### src/rtl/fifo_rd_stream.sv
// fifo_rd_stream
//   Read-side adapter for a synchronous FIFO's pop interface. It drains the
//   FIFO into a registered valid/ready stream through a 2-entry output buffer
//   and runs at full throughput. out_ready has no combinational path to
//   fifo_pop, because pop depends only on fifo_vld and the buffer occupancy
//   register. A flush request discards the buffered words, drains the FIFO
//   until it is empty, and then pulses flush_done.
//
//   Optional: define FIFO_RD_STATS_EN to add the word_cnt/stall_cnt
//   statistics counters and their ports.
//
// Ports
//   clk, rst_n             clock; synchronous active-low reset
//   fifo_vld, fifo_data    FIFO head valid / data (data valid while fifo_vld)
//   fifo_pop               pop request; consumed when fifo_pop && fifo_vld
//   out_valid, out_data    output stream (registered valid, buffer head data)
//   out_ready              downstream accept
//   flush, flush_done      flush request pulse / completion pulse
//   buf_cnt                output buffer occupancy (0..2)
//   word_cnt, stall_cnt    [FIFO_RD_STATS_EN] delivered words / stall cycles
module fifo_rd_stream #(
  parameter int DW   = 24,
  parameter int CNTW = 16
) (
  input  logic            clk,
  input  logic            rst_n,
  input  logic            fifo_vld,
  input  logic [DW-1:0]   fifo_data,
  output logic            fifo_pop,
  output logic            out_valid,
  output logic [DW-1:0]   out_data,
  input  logic            out_ready,
  input  logic            flush,
  output logic            flush_done,
  output logic [1:0]      buf_cnt
`ifdef FIFO_RD_STATS_EN
  ,
  output logic [CNTW-1:0] word_cnt,
  output logic [CNTW-1:0] stall_cnt
`endif
);

  typedef enum logic [1:0] {ST_STREAM, ST_FLUSH, ST_DONE} state_t;

  state_t        state_q, state_d;
  logic [DW-1:0] buf_q [2];
  logic          wptr_q, wptr_d;
  logic          rptr_q, rptr_d;
  logic [1:0]    cnt_q, cnt_d;
  logic          vld_q;
  logic          pop, cap, xfer;

  // out_valid is a register, so a transfer can only happen in STREAM.
  assign xfer = vld_q && out_ready;

  always_comb begin
    state_d = state_q;
    wptr_d  = wptr_q;
    rptr_d  = rptr_q;
    cnt_d   = cnt_q;
    pop     = 1'b0;
    cap     = 1'b0;
    case (state_q)
      ST_STREAM: begin
        pop = fifo_vld && (cnt_q != 2'd2);
        if (flush) begin
          // The handshake and the pop in this cycle still complete, but the
          // popped word is never written and the buffer is emptied.
          state_d = ST_FLUSH;
          cnt_d   = 2'd0;
          wptr_d  = 1'b0;
          rptr_d  = 1'b0;
        end else begin
          cap = pop;
          if (cap)  wptr_d = ~wptr_q;
          if (xfer) rptr_d = ~rptr_q;
          case ({cap, xfer})
            2'b10:   cnt_d = cnt_q + 2'd1;
            2'b01:   cnt_d = cnt_q - 2'd1;
            default: cnt_d = cnt_q;
          endcase
        end
      end
      ST_FLUSH: begin
        pop = fifo_vld;
        if (!fifo_vld) state_d = ST_DONE;
      end
      ST_DONE:  state_d = ST_STREAM;
      default:  state_d = ST_STREAM;
    endcase
  end

  always_ff @(posedge clk) begin
    if (!rst_n) begin
      state_q  <= ST_STREAM;
      wptr_q   <= 1'b0;
      rptr_q   <= 1'b0;
      cnt_q    <= 2'd0;
      vld_q    <= 1'b0;
      buf_q[0] <= '0;
      buf_q[1] <= '0;
    end else begin
      state_q <= state_d;
      wptr_q  <= wptr_d;
      rptr_q  <= rptr_d;
      cnt_q   <= cnt_d;
      vld_q   <= (state_d == ST_STREAM) && (cnt_d != 2'd0);
      if (cap) buf_q[wptr_q] <= fifo_data;
    end
  end

  // Never pop during the reset cycle: the word would be lost.
  assign fifo_pop   = pop && rst_n;
  assign out_valid  = vld_q;
  assign out_data   = buf_q[rptr_q];
  assign flush_done = (state_q == ST_DONE);
  assign buf_cnt    = cnt_q;

`ifdef FIFO_RD_STATS_EN
  logic [CNTW-1:0] word_q, stall_q;

  always_ff @(posedge clk) begin
    if (!rst_n) begin
      word_q  <= '0;
      stall_q <= '0;
    end else begin
      if (xfer && (word_q != '1))                       word_q  <= word_q + 1'b1;
      if (vld_q && !out_ready && (stall_q != '1))       stall_q <= stall_q + 1'b1;
    end
  end

  assign word_cnt  = word_q;
  assign stall_cnt = stall_q;
`endif

endmodule

### config.mk
export PLATFORM = sky130hd
export DESIGN_NAME = fifo_rd_stream
export DESIGN_NICKNAME = d
export VERILOG_FILES = /design/src/rtl/fifo_rd_stream.sv
export SDC_FILE = /design/constraint.sdc
export NUM_CORES = 1
export LEC_CHECK = 0
export ABC_AREA = 1
export CORE_MARGIN = 8
export CORE_UTILIZATION = 50
export CTS_CLUSTER_SIZE = 25
export DETAILED_ROUTE_END_ITERATION = 8
export GPL_TIMING_DRIVEN = 0
export PLACE_DENSITY = 0.8
export SLEW_MARGIN = 20
export SYNTH_ARGS = -nofsm -noshare
export SYNTH_HDL_FRONTEND = slang
export SYNTH_SLANG_ARGS = --single-unit
### constraint.sdc
create_clock -name clk -period 3.8 [get_ports clk]
set_input_delay 0.38 -clock clk [delete_from_list [all_inputs] [get_ports clk]]
set_output_delay 0.38 -clock clk [all_outputs]
set_load 0.05 [all_outputs]
== Yosys cells after proc, flatten, opt, wreduce, memory -nomap -nowiden ==
Memory sizes are Yosys's and may differ from the RTL's. A register that Yosys moved wholly into a read port is not among the register bits.
Index checks and enable logic that the tools add are counted.

* Mux-type cells: 22
* Add/subtract/negate cells: 2
* Equality and inequality tests: 5
* Reductions and logical operators: 12
* Bitwise gates (word level): 2

{| class="wikitable"
|+ Operators with widths
! cell !! count
|-
| two-way mux 24 bit || 1
|-
| OR reduction 24 bit || 1
|-
| two-way mux 1 bit || 14
|-
| two-way mux 2 bit || 4
|-
| case mux 2 bit (2 select lines) || 2
|-
| nonzero test 2 bit || 3
|-
| == test 2 x 1 -> 1 bit, second input constant || 2
|-
| == test 2 bit, second input constant || 2
|-
| logical AND 1 bit || 4
|-
| zero test 2 bit || 2
|-
| AND reduction 2 bit || 2
|-
| adder 2 x 1 -> 2 bit, second input constant || 1
|-
| != test 2 bit, second input constant || 1
|-
| inverter 1 bit || 2
|-
| case mux 1 bit (2 select lines) || 1
|-
| subtractor 2 x 1 -> 2 bit, second input constant || 1
|}

* Output and inout port bits: 29
* Input bits: 29
* Memory bits (writable): 48
* Logic and storage cells: 49
* Memories kept: 1
* Flip-flop bits (word level): 7

{| class="wikitable"
|+ Memories
! memory !! depth !! width !! rd ports !! clocked after memory_dff !! write ports !! line !! RTL
|-
| buf_q || 2 || 24 || 1 || 1 || 2 || 46 || <nowiki>logic [DW-1:0] buf_q [2];</nowiki>
|}

== Logic depth before layout (Yosys ltp) ==
Gate-level depths: netlist (run 1).

* Depth in word-level cells: 9
* Mapped depth: 11
* Depth with buffers taken out: 11

== Least setup slack after synthesis (run 1) ==
No wires, ideal clock.

* Path type: reg-to-reg
* From: register cnt_q[0] (netlist: buf_cnt[0])
* To: memory buf_q[0][0], enable pin
* Cell stages (with the launch flop): 8
* Buffers on the path: 1
* Data arrival time: 1958 ps
* Slack: 1461 ps
* Period minus slack after synthesis: 2339 ps
* Cell sequence: dfxtp_1 inv_2 a21oi_2 nand2_2 nor2_4 nand3_4 buf_6 nand2_1

{| class="wikitable"
|+ RTL lines
! element !! line !! RTL
|-
| start: declaration || 49 || <nowiki>logic [1:0] cnt_q, cnt_d;</nowiki>
|-
| start signal: assignment || 106 || <nowiki>cnt_q <= cnt_d;</nowiki>
|-
| end: declaration || 46 ||
|}

==> key figures, run 1 <==
Worst hold path
  – Worst hold stages: 3
  – Worst Hold Class: input port to register

Critical path
  – CP max FO: 10
  – Worst r2r path cells: 7
  – Critical path endpoint category: output port
  – CP startpoint kind: register
  – Required time of the critical path: 3.42 ns
  – Reg2Reg Setup Slack: 1.44 ns
  – CP Data Arrival Time: approximately 2.3 ns
  – CP Class: register to output port

Placement
  – Dpl cells: about 340
  – Dpl hpwl: 3.308 mm
  – Placer Congestion: approximately 0.7
  – IO Port Bufs: 56
  – Cell Area, Placed: around 0.0032 mm²

Yosys
  – Sequential area share after synthesis: 0.6349
  – Yosys top cell area share: 0.5714
  – Synth cell types: 22
  – Largest area contributor in the netlist: edfxtp_1
  – Yosys warnings: 0
  – Ys async rst share: 0
  – Syn Std Cell Area: 0.002522 mm²
  – Syn Inst Count: 212
  – Post-synth EDFFs: 48
  – Post-synth top flop: edfxtp_1
  – Syn nets: 242
  – #FFs+latches synth: 56
  – Mapped Avg Cell Area: ~12 µm²
  – Cells taking the most area after synthesis: edfxtp_1 57%, mux2_2 11%, dfxtp_1 6.3%

Clock network
  – Hold buffers post-CTS: 0
  – Worst-skew pair later-pin latency: between 0.3 and 0.4 ns
  – Post-cts gate resize count: 0
  – Clk buf depth: 2
  – TritonCTS buffer count: 5
  – CTS Sinks: 56
  – Root Buffer: clkbuf_8
  – CTS H-tree depth: 2
  – Post-CTS setup buffer count: 0
  – TritonCTS clock tree: built
  – Clock slew seen by the registers of the worst setup and hold paths: roughly 0.09 ns

Drt
  – Drt pass-1 iters: 4
  – Iteration-0 DRC Markers: 32
  – DR vias/cell: 4.731
  – Wirelength per Cell: about 14 µm
  – Number of remaining DRC errors: 0
  – Routed Antenna Nets: 0
  – Routed WL: 4.678 mm
  – Vias: 1637

Cells and area
  – Area Growth Syn to Fin: 30.21%
  – Share of layout cells above drive strength 1: 0.2391
  – N_diodes: 0
  – Fin cells: 346
  – Final Core Density: 0.6599
  – # nets final: 305
  – Final Instance Area: 0.003284 mm²

Die
  – Die Y: around 87 µm
  – Core ar.: 0.004977 mm²
  – Starting density of the core: 0.5068
  – Die area: 0.007573 mm²
  – Die extent in x: 87.03 µm
  – Standard-cell rows: 26
  – IO Pins: 58

Power and ir drop
  – Sequential fraction of design power: 0.530
  – Total power: 1.337 mW
  – Leakage dissipation: 1.340 nW
  – Pint: 0.9878 mW
  – Sw Ratio: 0.2612
  – Clk network pwr share: 0.285
  – Combinational fraction of design power: 0.184
  – Sw Pwr: 0.3492 mW
  – Pwr per Cell Area: ~410 mW/mm²
  – Worst vdd ir: 0.0002094 V

Timing
  – Final setup viols: 0
  – Sum Neg Setup Slack: 0 ns
  – Slew Limit Fails: 0
  – Final hold vios: 0
  – Fmax: about 0.37 GHz
  – RSZ-0062 raised after global routing: false
  – Fin Clk Skew: 0.009379 ns
  – Slew Limit Headroom: 0.2671
  – Tcrit/Tclk final: 0.7058
  – Tmin final: 2.682 ns
  – Slew @ Worst Pin: 1.097 ns

GRT
  – First-pass GRT wire length: roughly 7.5 mm
  – Total gr overflow: 0
  – Antenna violations before repair: 0
  – Number of global-route vias before repair: 1656
  – All-Layer GR Usage: 0.1283
  – Largest net degree at the start of global routing: 25

Flow run
  – Max-Cap Viols: 0

Run status
  – Status: complete, no violations
-- power groups by stage --
stage	Clock [mW]	Combinational, mW	Sequential, mW
after floorplan	0	0.151	0.730
after global placement	0	0.246	0.722
after detailed placement	0	0.248	0.724
after CTS	0.386	0.249	0.710
after global routing	0.410	0.262	0.713
final	0.381	0.246	0.709
-- cell usage in the layout (no fill, tap or decap), drive strengths merged --
cell type	count
clkinv	2
ha	1
nand2	18
mux2	24
dfxtp	8
xor2	1
nor2	55
nand4	1
nand3	4
clkdlybuf4s50	56
or2	1
bufinv	1
nor3	1
clkbuf	6
a21oi	6
edfxtp	48
buf	7
inv	36
-- cell families (layout without fill, tap and decap cells) --
kind of cell | Yosys count | in the layout | share of synthesized area
AOI/OAI and AO/OA | 6 | 6 | 0.01339
xor gates and xnor gates | 1 | 1 | 0.003473
adders and majority gates | 1 | 1 | 0.004960
buffers and inverters | 44 | 108 | 0.07886
DFF | 56 | 56 | 0.6349
muxes | 24 | 24 | 0.1071
and+or+nand+nor | 80 | 80 | 0.1572
-- synth_stat cells (2+ instances only) --
cell / instances
edfxtp_1: 48
inv_1: 35
nor2_1: 34
mux2_2: 24
nor2_2: 20
nand2_1: 17
dfxtp_1: 8
a21oi_1: 5
buf_6: 4
buf_2: 3
nand3_1: 2
nand3_4: 2
-- sequential cells by signal, indices dropped and copies added (netlist names), named ones only --
signal     cells
state_q        2
rptr_q         1
buf_cnt        2
wptr_q         1
buf_q         48
out_valid      1
-- stage by stage --
stage / worst slack, ns / hold slack, ns
floorplan: 1.461 / 0.4575
global placement: 0.8911 / 0.4696
detailed placement: 0.8739 / 0.4858
CTS: 1.065 / 0.4260
global route: 1.003 / 0.4479
finish: 1.118 / 0.4447
-- path summary, 6_finish.rpt --
kind	start	end
max	register	out_data[19]
min	rst_n	out_valid$_SDFF_PN0_
max reg2reg	buf_cnt[0]$_SDFF_PN0_	buf_q[1][2]$_SDFFCE_PN0P_
min reg2reg	rptr_q$_SDFFE_PN0P_	rptr_q$_SDFFE_PN0P_
-- worst max-delay path, stage by stage, from the launching register on --
cell             delay [ns]
dfxtp_1                0.31
clkbuf_1               0.28
buf_2                  0.33
mux2_2                 0.38
clkdlybuf4s50_1        0.70
-- per-layer routing --
metal | vias to the layer above | track usage | routed length (µm)
li1 | 809 | - | -
met1 | 779 | 0.1318 | 1855
met2 | 41 | 0.2325 | 2455
met3 | 8 | 0.03679 | 272
met4 | 0 | 0.06260 | 93
met5 | - | 0 | 0
-- cell type report --
cell class | count | area [µm²]
well taps | 70 | 87.58
plain buffers | 8 | 63.81
repair buffers | 56 | 560.5
fillers | 391 | 1693
multi-input cells | 112 | 724.4
clock buffers | 5 | 68.82
clock inverters | 3 | 42.54
flip-flops and latches | 56 | 1602
inverters | 36 | 135.1
Note: power is estimated with default switching activity, not from simulation.
==> run 2, diff against run 1 <==
--- a/config.mk
+++ b/config.mk
@@ -7,11 +7,11 @@
 export LEC_CHECK = 0
 export ABC_AREA = 1
 export CORE_MARGIN = 8
-export CORE_UTILIZATION = 50
+export CORE_UTILIZATION = 45
 export CTS_CLUSTER_SIZE = 25
 export DETAILED_ROUTE_END_ITERATION = 8
 export GPL_TIMING_DRIVEN = 0
-export PLACE_DENSITY = 0.8
+export PLACE_DENSITY = 0.76
 export SLEW_MARGIN = 20
 export SYNTH_ARGS = -nofsm -noshare
 export SYNTH_HDL_FRONTEND = slang
==> constraint.sdc (replaced) <==
create_clock -name clk -period 2.2 [get_ports clk]
set_input_delay 0.22 -clock clk [delete_from_list [all_inputs] [get_ports clk]]
set_output_delay 0.22 -clock clk [all_outputs]
set_load 0.05 [all_outputs]
==> key figures, run 2 (synthesized netlist as in run 1, its figures left out) <==
Cells and area
  – Max FFs per register: 48 (unchanged)
  – Reg with most FFs: buf_q
  – Storage cell area: 0.001602 mm² (unchanged)
  – Filler Cells Inserted: 483 (+24%)
  – Share of layout cells above drive strength 1: 0.2364 (-0.002767)
  – Most common cell after layout, fill and taps aside: edfxtp_1
  – N_diodes: 0 (unchanged)
  – Most frequent cells in the layout: 48 x edfxtp_1, 35 x inv_1, 34 x nor2_1
  – Area Growth Syn to Fin: 28.08%
  – Fin cells: 347 (+0.29%)
  – Area of the multi-input gates: 726.9 µm² (+0.35%)
  – # nets final: 304 (-0.33%)

Critical path
  – Worst-path cell chain: clkbuf_4, mux2_2, dlygate4sd2_1
  – CP max FO: 10 (unchanged)
  – Worst R2R Start: buf_cnt[0]$_SDFF_PN0_
  – Required time of the critical path: 1.98 ns (-1.44 ns)
  – Crit path max-delay cell type: dfxtp_1
  – Critical path endpoint category: output port
  – Worst Path Buf+Inv: 2 (-1)
  – Reg2Reg Setup Slack: 0.13 ns (-1.31 ns)
  – Reg2reg end: buf_q[0][10]$_SDFFCE_PN0P_
  – Largest stage delay on the critical path: 0.48 ns (-0.22 ns)
  – CP Class: register to output port
  – Worst r2r path cells: 7 (unchanged)
  – Top delay family on crit path: buffers and inverters
  – CP startpoint kind: register
  – CP Data Arrival Time: 1.86 ns (-0.44 ns)

Clock network
  – Clock slew seen by the registers of the worst setup and hold paths: 0.09 ns (about the same)
  – Hold buffers post-CTS: 0 (unchanged)
  – TritonCTS buffer count: 5 (unchanged)
  – Worst-skew pair later-pin latency: 0.30 ns (about the same)
  – CTS H-tree depth: 2 (unchanged)
  – Root Buffer: clkbuf_8
  – Clk buf depth: 2 (unchanged)
  – Post-CTS setup buffer count: 0 (unchanged)
  – TritonCTS clock tree: built
  – CTS Sinks: 56 (unchanged)

Power and ir drop
  – Pint: 1.570 mW (+59%)
  – Leakage dissipation: 1.382 nW (+3.1%)
  – Sequential fraction of design power: 0.571 (+0.041)
  – Sw Pwr: 0.5760 mW (+65%)
  – Total power: 2.146 mW (+60%)
  – Combinational fraction of design power: 0.188 (+0.004)
  – Pwr per Cell Area: 664.1 mW/mm² (+63%)
  – Clk network pwr share: 0.241 (-0.044)
  – Sw Ratio: 0.2684 (+0.007243)
  – Worst vdd ir: 0.0003239 V (+55%)

Timing
  – Tmin final: 2.079 ns
  – Slew Limit Headroom: 0.5961 (+0.3290)
  – Slew Limit Fails: 0 (unchanged)
  – Fmax: approximately 0.48 GHz
  – Fin Clk Skew: 0.005363 ns (-0.004016 ns)
  – Sum Neg Setup Slack: 0 ns (unchanged)
  – RSZ-0062 raised after global routing: false
  – Final hold vios: 0 (unchanged)
  – Tcrit/Tclk final: 0.9452
  – Final setup viols: 0 (unchanged)
  – Slew @ Worst Pin: 0.6037 ns (-0.4930 ns)

Flow run
  – Max-Cap Viols: 0 (unchanged)

Die
  – Die area: 0.008257 mm² (+9.0%)
  – Core ar.: 0.005473 mm² (+10%)
  – Die extent in x: 90.87 µm (+4.4%)
  – IO Pins: 58 (unchanged)
  – Standard-cell rows: 27 (+3.8%)
  – Die Y: 90.87 µm (+4.4%)
  – Starting density of the core: 0.4609 (-0.04588)

Drt
  – Number of remaining DRC errors: 0 (unchanged)
  – Top Layer Used: met4
  – Routed WL: 4.689 mm (+0.24%)
  – Wirelength per Cell: 13.51 µm (about the same)
  – Metal2 WL: 2.441 mm (-0.57%)
  – Metal-1 WL: 1.907 mm (+2.8%)
  – Iteration-0 DRC Markers: 60 (+88%)
  – Drt pass-1 iters: 4 (unchanged)
  – Routed Antenna Nets: 0 (unchanged)
  – Vias: 1627 (-0.61%)
  – Metal3 WL: 295 µm (+8.5%)
  – DR vias/cell: 4.689 (-0.90%)

GRT
  – Antenna violations before repair: 0 (unchanged)
  – Largest net degree at the start of global routing: 25 (unchanged)
  – First-pass GRT wire length: 7.458 mm (about the same)
  – Number of global-route vias before repair: 1623 (-2.0%)
  – Total gr overflow: 0 (unchanged)
  – All-Layer GR Usage: 0.1136 (-0.01472)

Placement
  – IO Port Bufs: 56 (unchanged)
  – Placer Congestion: 0.7381 (+3.8%)
  – Dpl cells: 340 (+0.59%)
  – Dpl hpwl: 3.391 mm (+2.5%)

Worst hold path
  – Min-delay src: rst_n
  – Worst hold stages: 3 (unchanged)
  – Hold Path End: out_valid$_SDFF_PN0_
  – Worst Hold Class: input port to register

Run status
  – Status: complete, no violations
run 2: cell count changes in the layout (fill, tap and decap cells not counted), sizes merged:
cell	before	now
dlygate4sd2	0	23
clkbuf	6	9
buf	7	5
clkinv	2	1
bufinv	1	0
clkdlybuf4s50	56	33
run 2: tightest hold or removal path: stages:
cell and delay [ns]:
buf_2 0.17, nand3_1 0.11, a21oi_1 0.04
run 2: through the flow:
| stage | setup WS (ns) | instance area, µm² | util | hold WS [ns] |
|---|---|---|---|---|
| 6_report | 0.1206 | 3231 | 0.5903 | 0.2860 |
| 5_1_grt | 0.003012 | 3231 | 0.5903 | 0.2770 |
| 4_1_cts | -0.05799 | 3229 | 0.5901 | 0.2770 |
| 3_5_place_dp | -0.2095 | 3178 | 0.5807 | 0.4839 |
| 3_3_place_gp | -0.1931 | 3178 | 0.5807 | 0.4684 |
| 2_1_floorplan | 0.09970 | 2527 | - | 0.2975 |
run 2: final cells by class:
class,instances,share of cell area
plain buffers,7,0.02014
clock buffers,7,0.02363
clock inverters,1,0.001162
inverters,36,0.04183
multi-input cells,112,0.2250
flip-flops and latches,56,0.4957
well taps,72,0.02789
repair buffers,56,0.1646
run 2: power by group through the flow:
stage               clock [mW]  sequential (mW)  combinational (mW)
floorplan                    0             1.26               0.262
global placement             0             1.25               0.427
detailed placement           0             1.25               0.430
CTS                      0.526             1.22               0.409
global route             0.559             1.23               0.430
finish                   0.518             1.22               0.403
run 2: worst max path at each step:
stage / startpoint / end / slack (ns) / depth (start not counted)
final: register / out_data[21] / 0.12 / 3
after CTS: register / out_data[5] / -0.06 / 4
after floorplan: buf_cnt[0]$_SDFF_PN0_ / buf_q[0][0]$_SDFFCE_PN0P_ / 0.1 / 7
after detailed placement: fifo_vld / buf_q[0][4]$_SDFFCE_PN0P_ / -0.21 / 8
after global placement: fifo_vld / buf_q[0][19]$_SDFFCE_PN0P_ / -0.19 / 8
after global routing: buf_cnt[0]$_SDFF_PN0_ / buf_q[0][3]$_SDFFCE_PN0P_ / 0.003 / 7
run 2: what timing repair did:
| action | CTS | global route |
|---|---|---|
| pin swaps | 0 | 0 |
| resized for setup | 23 | 2 |
| endpoints found under the setup margin | 23 | 22 |
run 2: routing by layer:
metal | global-route usage | vias up
met4 | 0.04093 | 0
met1 | 0.1233 | 770
met5 | 0 | -
li1 | - | 806
met2 | 0.1998 | 49
met3 | 0.03907 | 2
==> run 3, diff against run 2 <==
--- a/config.mk
+++ b/config.mk
@@ -10,7 +10,7 @@
 export CORE_UTILIZATION = 45
 export CTS_CLUSTER_SIZE = 25
 export DETAILED_ROUTE_END_ITERATION = 8
-export GPL_TIMING_DRIVEN = 0
+export GPL_TIMING_DRIVEN = 1
 export PLACE_DENSITY = 0.76
 export SLEW_MARGIN = 20
 export SYNTH_ARGS = -nofsm -noshare
==> key figures, run 3 (synthesized netlist as in run 1, its figures left out) <==
Cells and area
  – Most common cell after layout, fill and taps aside: edfxtp_1
  – Area of the multi-input gates: 726.9 µm² (unchanged)
  – Share of layout cells above drive strength 1: 0.3345 (+0.09818)
  – Max FFs per register: 48 (unchanged)
  – Storage cell area: 0.001602 mm² (unchanged)
  – Reg with most FFs: buf_q
  – N_diodes: 0 (unchanged)
  – Fin cells: 347 (unchanged)
  – Most frequent cells in the layout: 48 x edfxtp_1, 35 x inv_1, 34 x nor2_1
  – Area Growth Syn to Fin: 32.94%
  – Final Instance Area: 0.003353 mm² (+3.8%)
  – Filler Cells Inserted: 472 (-2.3%)
  – # nets final: 304 (unchanged)

Critical path
  – CP startpoint kind: register
  – CP Data Arrival Time: 1.64 ns (-0.22 ns)
  – Worst R2R Start: buf_cnt[0]$_SDFF_PN0_
  – Reg2reg end: buf_q[1][22]$_SDFFCE_PN0P_
  – Required time of the critical path: 1.98 ns (about the same)
  – Critical path endpoint category: output port
  – CP max FO: 3 (-7)
  – Critical path endpoint: flush_done
  – Reg2Reg Setup Slack: 0.53 ns (+0.40 ns)
  – Worst setup path startpoint: state_q[1]$_SDFF_PN0_
  – CP Class: register to output port
  – Worst r2r path cells: 7 (unchanged)

Clock network
  – Worst-skew pair later-pin latency: 0.30 ns (about the same)
  – Post-CTS setup buffer count: 0 (unchanged)
  – Clock slew seen by the registers of the worst setup and hold paths: 0.09 ns (about the same)
  – CTS Sinks: 56 (unchanged)
  – TritonCTS buffer count: 5 (unchanged)
  – CTS H-tree depth: 2 (unchanged)
  – Clk buf depth: 2 (unchanged)
  – Post-cts gate resize count: 0 (-100%)
  – Root Buffer: clkbuf_8
  – Hold buffers post-CTS: 0 (unchanged)
  – TritonCTS clock tree: built

Timing
  – Final hold vios: 0 (unchanged)
  – Tmin final: 1.857 ns (-0.2224 ns)
  – Hold WS: 0.5079 ns (+0.2219 ns)
  – Fin Clk Skew: 0.003742 ns (-0.001621 ns)
  – Slew Limit Headroom: 0.6654 (+0.06931)
  – Sum Neg Setup Slack: 0 ns (unchanged)
  – Slew Limit Fails: 0 (unchanged)
  – Tcrit/Tclk final: 0.8441 (-0.1011)
  – Final setup viols: 0 (unchanged)
  – Slew @ Worst Pin: 0.5003 ns (-0.1034 ns)
  – RSZ-0062 raised after global routing: false
  – Final worst slack: 0.3430 ns (+0.2224 ns)
  – Fmax: 0.5385 GHz (+12%)

Die
  – Die extent in x: 90.87 µm (unchanged)
  – Die Y: 90.87 µm (unchanged)
  – Die area: 0.008257 mm² (unchanged)
  – Starting density of the core: 0.4609 (unchanged)
  – IO Pins: 58 (unchanged)
  – Core ar.: 0.005473 mm² (unchanged)
  – Standard-cell rows: 27 (unchanged)

Placement
  – Cell Area, Placed: 0.003194 mm² (+0.51%)
  – Dpl cells: 339 (-0.29%)
  – IO Port Bufs: 57 (+1.8%)
  – Dpl hpwl: 3.415 mm (+0.72%)
  – Placer Congestion: 0.7493 (+1.5%)
  – Post-Place Worst Slack: 0.2488 ns (+0.4583 ns)

Drt
  – Number of remaining DRC errors: 0 (unchanged)
  – Drt pass-1 iters: 4 (unchanged)
  – Iteration-0 DRC Markers: 39 (-35%)
  – Routed WL: 4.629 mm (-1.3%)
  – Routed Antenna Nets: 0 (unchanged)
  – Wirelength per Cell: 13.34 µm (-1.3%)
  – DR vias/cell: 4.657 (-0.68%)
  – Vias: 1616 (-0.68%)

Power and ir drop
  – Pint: 1.948 mW (+24%)
  – Worst vdd ir: 0.0003707 V (+14%)
  – Leakage dissipation: 1.417 nW (+2.5%)
  – Sw Pwr: 0.5960 mW (+3.5%)
  – Sequential fraction of design power: 0.481 (-0.090)
  – Pwr per Cell Area: 758.8 mW/mm² (+14%)
  – Sw Ratio: 0.2342 (-0.03420)
  – Clk network pwr share: 0.345 (+0.104)
  – Combinational fraction of design power: 0.174 (-0.014)

GRT
  – Total gr overflow: 0 (unchanged)
  – Largest net degree at the start of global routing: 26 (+4.0%)
  – All-Layer GR Usage: 0.1154 (+0.001830)
  – Number of global-route vias before repair: 1725 (+6.3%)
  – Antenna violations before repair: 0 (unchanged)
  – First-pass GRT wire length: 7.617 mm (+2.1%)

Worst hold path
  – Worst Hold Class: register to register

Flow run
  – Max-Cap Viols: 0 (unchanged)

Run status
  – Status: complete, no violations
## run 3: cell types whose count changed in the layout (fill, tap and decap cells not counted), moves of 2 or more
cell | before | now
clkbuf_1 | 2 | 0
bufinv_16 | 0 | 3
buf_4 | 0 | 24
buf_12 | 0 | 7
clkbuf_4 | 2 | 0
dlygate4sd2_1 | 23 | 0
buf_6 | 4 | 0
## run 3: metrics by stage
step | util | power, mW
after floorplan | - | 1.523
after global placement | 0.5837 | 1.691
after detailed placement | 0.5837 | 1.698
after CTS | 0.6127 | 2.569
after global routing | 0.6127 | 2.635
final | 0.6127 | 2.544
## run 3: area by class of cell
| cell class | count | area share |
|---|---|---|
| sequential | 56 | 0.4776 |
| multi-input combinational | 112 | 0.2168 |
| timing repair buffer | 63 | 0.1910 |
| inverter | 36 | 0.04030 |
| clock inverter | 3 | 0.02687 |
| tap | 72 | 0.02687 |
| clock buffer | 5 | 0.02052 |
## run 3: how the worst min path moves through the flow
stage / cells past startpoint / startpoint / end / slack (ns)
2_1_floorplan: 1 / fifo_vld / state_q[1]$_SDFF_PN0_ / 0.30
3_3_place_gp: 2 / rptr_q$_SDFFE_PN0P_ / rptr_q$_SDFFE_PN0P_ / 0.47
3_5_place_dp: 2 / rptr_q$_SDFFE_PN0P_ / rptr_q$_SDFFE_PN0P_ / 0.49
4_1_cts: 2 / rptr_q$_SDFFE_PN0P_ / rptr_q$_SDFFE_PN0P_ / 0.51
5_1_grt: 2 / fifo_vld / state_q[1]$_SDFF_PN0_ / 0.53
6_report: 2 / rptr_q$_SDFFE_PN0P_ / rptr_q$_SDFFE_PN0P_ / 0.51
## run 3: power by group through the flow
stage,Combinational [mW],Sequential (mW),Clock [mW]
after floorplan,0.262,1.26,0
after global placement,0.443,1.25,0
after detailed placement,0.448,1.25,0
after CTS,0.450,1.23,0.894
after global routing,0.470,1.23,0.935
final,0.443,1.22,0.877
## run 3: critical path, stage by stage, from the launching register on
cell and delay, ns:
dfxtp_1 0.36, inv_1 0.06, nor2_1 0.10, clkdlybuf4s50_1 0.82
## run 3: metal layers
metal	global-route usage	wire length [µm]
met4	0.05866	120
met3	0.03491	221
met2	0.2119	2419
met5	0	0
met1	0.1144	1867
